==> config.mk <==
export PLATFORM = sky130hd
export DESIGN_NAME = csa_accum_seq_flat
export DESIGN_NICKNAME = d
export VERILOG_FILES = /design/src/rtl/csa_accum_seq_if.sv /design/src/rtl/csa_accum_seq.sv /design/src/flat_wrapper.sv
export SDC_FILE = /design/constraint.sdc
export NUM_CORES = 2
export LEC_CHECK = 0
export BUFFER_PORTS_ARGS = -buffer_cell sky130_fd_sc_hd__clkbuf_2
export CAP_MARGIN = 25
export CELL_PAD_IN_SITES_DETAIL_PLACEMENT = 0
export CELL_PAD_IN_SITES_GLOBAL_PLACEMENT = 2
export CORE_UTILIZATION = 39
export CTS_CLUSTER_SIZE = 8
export DETAILED_ROUTE_END_ITERATION = 6
export PLACE_DENSITY_LB_ADDON = 0.3
export SLEW_MARGIN = 20
export SYNTH_ARGS = -nofsm -noshare
export SYNTH_HDL_FRONTEND = slang
export SYNTH_SLANG_ARGS = --single-unit
==> constraint.sdc <==
create_clock -name clk -period 14.45 [get_ports clk]
set_clock_uncertainty 0.15 [all_clocks]
set_input_delay 0.7225 -clock clk [delete_from_list [all_inputs] [get_ports clk]]
set_output_delay 0.7225 -clock clk [all_outputs]
set_load 0.1 [all_outputs]
==> src/rtl/csa_accum_seq_if.sv <==
// Stream interface for csa_accum_seq.
// Operand side: in_valid/in_ready handshake that carries in_data and in_last.
// Result side: out_valid/out_ready handshake that carries out_data and ovf.
// busy reports an accumulation in progress.
// The slave modport is the accumulator. The master modport is the producer/consumer.
interface csa_accum_seq_if #(
    parameter int unsigned N   = 222,
    parameter int unsigned EXT = 3
);
    localparam int unsigned ACC_W = N + EXT;

    logic             in_valid;
    logic             in_ready;
    logic [N-1:0]     in_data;
    logic             in_last;
    logic             out_valid;
    logic             out_ready;
    logic [ACC_W-1:0] out_data;
    logic             ovf;
    logic             busy;

    modport slave (
        input  in_valid,
        input  in_data,
        input  in_last,
        input  out_ready,
        output in_ready,
        output out_valid,
        output out_data,
        output ovf,
        output busy
    );

    modport master (
        output in_valid,
        output in_data,
        output in_last,
        output out_ready,
        input  in_ready,
        input  out_valid,
        input  out_data,
        input  ovf,
        input  busy
    );
endinterface

==> src/rtl/csa_accum_seq.sv <==
// Carry-save accumulating sequencer.
// Operands are folded into a redundant sum/carry pair by a 3:2 compressor, one per cycle.
// On the in_last beat, the pair is resolved to binary by a chunked carry-propagate adder.
// The adder handles W bits per cycle over K cycles. The result is then offered on the output stream.
// Ports:
//   clk  - clock; all state changes on the rising edge
//   rst  - synchronous, active-high reset
//   bus  - csa_accum_seq_if.slave: in_valid/in_ready/in_data/in_last,
//          out_valid/out_ready/out_data/ovf, busy
module csa_accum_seq #(
    parameter int unsigned N   = 222,
    parameter int unsigned W   = 74,
    parameter int unsigned EXT = 3
) (
    input logic            clk,
    input logic            rst,
    csa_accum_seq_if.slave bus
);
    localparam int unsigned ACC_W = N + EXT;
    localparam int unsigned K     = (ACC_W + W - 1) / W;
    localparam int unsigned KW    = (K > 1) ? $clog2(K) : 1;
    localparam int unsigned PW    = K * W;

    localparam logic [EXT:0] CntMax = '1;
    localparam logic [EXT:0] CntOne = {{EXT{1'b0}}, 1'b1};
    // 2^EXT: the largest lossless operand count.
    localparam logic [EXT:0] CntLim = {1'b1, {EXT{1'b0}}};

    typedef enum logic [1:0] {StAccum, StResolve, StDone} state_e;

    state_e           state_q, state_d;
    logic [ACC_W-1:0] s_q, s_d;
    logic [ACC_W-1:0] c_q, c_d;
    logic [ACC_W-1:0] r_q, r_d;
    logic [EXT:0]     cnt_q, cnt_d;
    logic             cy_q, cy_d;
    logic [KW-1:0]    k_q, k_d;
    logic             in_ready_q;

    logic             accept;
    logic [ACC_W-1:0] x;
    logic [ACC_W-1:0] maj;
    logic [PW-1:0]    s_pad, c_pad;
    logic [W-1:0]     s_chunk, c_chunk;
    logic [W:0]       chunk_sum;

    // in_ready is registered so that it is low throughout reset
    // and has no path from any input.
    assign accept = bus.in_valid && in_ready_q;
    assign x      = ACC_W'(bus.in_data);
    assign maj    = (s_q & c_q) | (s_q & x) | (c_q & x);

    // The chunks are zero-padded to K*W bits.
    // The narrow top chunk therefore uses the same adder as the others.
    assign s_pad     = PW'(s_q);
    assign c_pad     = PW'(c_q);
    assign s_chunk   = s_pad[k_q*W +: W];
    assign c_chunk   = c_pad[k_q*W +: W];
    assign chunk_sum = (W+1)'(s_chunk) + (W+1)'(c_chunk) + (W+1)'(cy_q);

    // State register
    always_ff @(posedge clk) begin
        if (rst) begin
            state_q    <= StAccum;
            in_ready_q <= 1'b0;
        end else begin
            state_q    <= state_d;
            in_ready_q <= (state_d == StAccum);
        end
    end

    // Next-state logic
    always_comb begin
        state_d = state_q;
        unique case (state_q)
            StAccum:   if (accept && bus.in_last) state_d = StResolve;
            StResolve: if (k_q == KW'(K - 1))     state_d = StDone;
            StDone:    if (bus.out_ready)         state_d = StAccum;
            default:   state_d = StAccum;
        endcase
    end

    // Datapath registers
    always_ff @(posedge clk) begin
        if (rst) begin
            s_q   <= '0;
            c_q   <= '0;
            r_q   <= '0;
            cnt_q <= '0;
            cy_q  <= 1'b0;
            k_q   <= '0;
        end else begin
            s_q   <= s_d;
            c_q   <= c_d;
            r_q   <= r_d;
            cnt_q <= cnt_d;
            cy_q  <= cy_d;
            k_q   <= k_d;
        end
    end

    // Datapath next-state
    always_comb begin
        s_d   = s_q;
        c_d   = c_q;
        r_d   = r_q;
        cnt_d = cnt_q;
        cy_d  = cy_q;
        k_d   = k_q;
        unique case (state_q)
            StAccum: begin
                if (accept) begin
                    s_d = s_q ^ c_q ^ x;
                    // The carry is stored pre-shifted. The top majority bit falls off (mod 2^ACC_W).
                    c_d = {maj[ACC_W-2:0], 1'b0};
                    if (cnt_q != CntMax) cnt_d = cnt_q + CntOne;
                    if (bus.in_last) begin
                        k_d  = '0;
                        cy_d = 1'b0;
                    end
                end
            end
            StResolve: begin
                for (int unsigned i = 0; i < ACC_W; i++) begin
                    if (k_q == KW'(i / W)) r_d[i] = chunk_sum[i % W];
                end
                // The carry-out of the last chunk is dropped on the way to DONE.
                cy_d = chunk_sum[W];
                k_d  = k_q + KW'(1);
            end
            StDone: begin
                if (bus.out_ready) begin
                    s_d   = '0;
                    c_d   = '0;
                    cnt_d = '0;
                    cy_d  = 1'b0;
                end
            end
            default: ;
        endcase
    end

    // Outputs: decoded from registers only
    always_comb begin
        bus.in_ready  = in_ready_q;
        bus.out_valid = (state_q == StDone);
        bus.out_data  = r_q;
        bus.ovf       = (state_q == StDone) && (cnt_q > CntLim);
        bus.busy      = (state_q != StAccum) || (cnt_q != '0);
    end
endmodule

==> src/flat_wrapper.sv <==
// flat-port wrapper written by rule: the top's interface ports become plain ports
module csa_accum_seq_flat 
#(
    parameter int unsigned N   = 222,
    parameter int unsigned W   = 74,
    parameter int unsigned EXT = 3
)
  (clk, rst, bus_in_valid, bus_in_data, bus_in_last, bus_out_ready, bus_in_ready, bus_out_valid, bus_out_data, bus_ovf, bus_busy);
  csa_accum_seq_if #(.N(N), .EXT(EXT)) bus_i ();
  input logic clk;
  input logic rst;
  input wire logic [$bits(bus_i.in_valid)-1:0] bus_in_valid;
  input wire logic [$bits(bus_i.in_data)-1:0] bus_in_data;
  input wire logic [$bits(bus_i.in_last)-1:0] bus_in_last;
  input wire logic [$bits(bus_i.out_ready)-1:0] bus_out_ready;
  output wire logic [$bits(bus_i.in_ready)-1:0] bus_in_ready;
  output wire logic [$bits(bus_i.out_valid)-1:0] bus_out_valid;
  output wire logic [$bits(bus_i.out_data)-1:0] bus_out_data;
  output wire logic [$bits(bus_i.ovf)-1:0] bus_ovf;
  output wire logic [$bits(bus_i.busy)-1:0] bus_busy;
  assign bus_i.in_valid = bus_in_valid;
  assign bus_i.in_data = bus_in_data;
  assign bus_i.in_last = bus_in_last;
  assign bus_i.out_ready = bus_out_ready;
  assign bus_in_ready = bus_i.in_ready;
  assign bus_out_valid = bus_i.out_valid;
  assign bus_out_data = bus_i.out_data;
  assign bus_ovf = bus_i.ovf;
  assign bus_busy = bus_i.busy;
  csa_accum_seq #(.N(N), .W(W), .EXT(EXT)) u_core (.clk(clk), .rst(rst), .bus(bus_i));
endmodule
==> qor.txt <==
Status -> complete, no violations
CTS tree -> built
Synth top area share -> 38.65%
Seq cells post-synth -> 684
Largest net degree at the start of global routing -> 213
Post-route ant nets -> 0
Slew Viols, Final -> 0
Worst-path clk slew -> 0.05 ns
Finished Cell Area -> 40890 um^2
Setup TNS -> 0 ns
GP Congestion -> 0.8735
Row Count -> 110
Vias/cell -> 5.521
DRC -> 0
Post-layout nets -> 4772
Mapped Nets -> 4512
Synth-to-Final Area Change -> 15.42%
Distinct cells, synth -> 79
Final worst slack -> 8.595 ns
Post-Synthesis Cells -> 3980
Clk_lat worst skew -> 0.67 ns
Full die area -> 92040 um^2
Slew margin rel. -> 18.52%
CTS Buf Count -> 96
Final core utilization -> 45.42%
Top post-synthesis cells by area -> dfxtp_1 39%, fa_1 13%, a22oi_1 9.5%, nand2_1 5.8%, nor2_1 5.7%
LEAKAGE -> 16.27 nW
# IOs -> 456
Clock Sinks -> 684
Die Span X -> 303.4 um
PwrDens -> 110.3 nW/um^2
Most common cell after layout, fill and taps aside -> dfxtp_1
I/O Buffers -> 455
F_max -> 170.8 MHz
CTS root buf -> clkbuf_16
First-pass GRT wire length -> 180000 um
Asr flop ratio synth -> 0%
DRT Pass-1 Iters -> 5
Via count -> 30030
Synth Warn # -> 0
Hold-fix buffers, CTS -> 0
Core box area -> 90010 um^2
Total setup buffers inserted after CTS -> 0
CP max FO -> 107
PostCTS Resize Cnt -> 0
Slew @ Worst Pin -> 1.222 ns
Tmin final -> 5.855 ns
Die height -> 303.4 um
Required @ worst endpoint -> 14.88 ns
Max-cap viol count -> 0
Initial antenna violation count -> 27
Hold Crit Class -> in -> reg
RSZ-0062 raised after global routing -> no
Area post-placement -> 38250 um^2
Starting density of the core -> 39.36%
Detailed Place HPWL -> 86950 um
Number of cells in the finished layout apart from fillers -> 5439
VDD IR max -> 0.00008241 V
Vias in the first global route -> 28180
DR WL/cell -> 22.28 um
Worst setup SP type -> register
Sequential share of the synthesized area -> 38.65%
Most frequent cells in the layout -> 682 x dfxtp_1, 540 x nand2_1, 537 x nor2_1, 454 x clkbuf_2, 450 x a22oi_1
Syn avg cell area -> 8.900 um^2
Yosys top cell by area -> dfxtp_1
Final hold vios -> 0
GRT overflow -> 0
Period utilisation layout -> 40.52%
Share of layout cells above drive strength 1 -> 14.81%
Dpl cells -> 5317
Number of synthesized flops with an enable pin -> 0
Initial DRC count -> 2628
H-tree levels -> 3
Crit. End Element -> register
Mapped Area -> 35420 um^2
Clock buffer depth -> 3
Most used DFF post-synth -> dfxtp_1
Final setup fails -> 0
Place WS -> 8.628 ns
Critical path class -> reg -> reg
Data arrival, critical path -> 6.29 ns
Final wirelength -> 121200 um
Total track usage -> 25.71%
## through the flow
stage                     hold slack, ns  power, mW
after floorplan                   0.3240      2.320
after global placement            0.2920      2.492
after detailed placement          0.2965      2.495
after CTS                         0.1435      4.563
after global routing              0.1626      4.704
final                             0.1924      4.511
## cell usage after synthesis, types with 34 or more instances
cell      number
a21o_1        45
a21oi_1      256
a22oi_1      450
clkbuf_1     281
dfxtp_1      684
fa_1         223
ha_1          82
mux2i_1      156
nand2_1      543
nand3_1       78
nor2_1       538
o21ai_0      213
xnor2_1       34
## per-layer routing
layer,up-vias,share of wire [%],global-route usage [%]
li1,14480,-,-
met1,14460,49,39.33
met2,892,40,34.21
met3,159,8.8,7.768
met4,34,2.0,7.036
met5,-,0.18,0
## kinds of logic after synthesis
logic type	count (synthesis)	synth area share [%]
buffers and inverters	348	3.769
XOR/XNOR	62	1.533
AND/OR/NAND/NOR	1311	15.30
adder cells (fa/ha/maj)	305	15.50
flip-flops	684	38.65
multiplexers	161	4.726
AO/OA/AOI/OAI	1109	20.52
## state kept, by name, indices dropped and copies added (netlist names)
name	flops
u_core.c_q	224
u_core.k_q	2
u_core.s_q	225
u_core.cnt_q	4
u_core.bus.out_data	225
u_core.bus.in_ready	1
u_core.cy_q	1
u_core.state_q	2
## layout make-up
class / count / area (um^2)
timing repair buffer: 484 / 2562
sequential: 684 / 13700
antenna: 8 / 20.02
clock inverter: 6 / 85.08
multi-input combinational: 2948 / 20440
fill: 8996 / 49130
inverter: 26 / 97.59
clock buffer: 107 / 2506
tap: 1176 / 1471
## final timing paths
kind | cells past startpoint | endpoint | from | slack (ns)
hold / removal | 3 | u_core.state_q[0] | bus_in_last | 0.19
setup / recovery | 15 | u_core.bus.out_data[66] | u_core.k_q[0] | 8.60
hold reg to reg | 2 | u_core.bus.out_data[124] | u_core.bus.out_data[124] | 0.30
setup reg to reg | 15 | u_core.bus.out_data[66] | u_core.k_q[0] | 8.60
## critical path: stages, from the launching register on
cell      delay [ns]
dfxtp_4         0.91
buf_12          0.60
mux4_2          0.37
inv_1           0.06
fa_1            0.46
fa_1            0.47
nor2b_1         0.18
o211ai_1        0.12
a31o_2          0.35
o21ai_0         0.22
a41o_1          0.40
a21oi_2         0.21
o21ai_1         0.29
a21oi_1         0.23
or4_1           0.51
nand3_1         0.09
## power by group
part / switching [mW] / internal [mW]
clock: 0.845 / 1.20
combinational: 0.324 / 0.150
sequential: 0.0503 / 1.94
total: 1.22 / 3.29
Note: power is estimated with default switching activity, not from simulation.
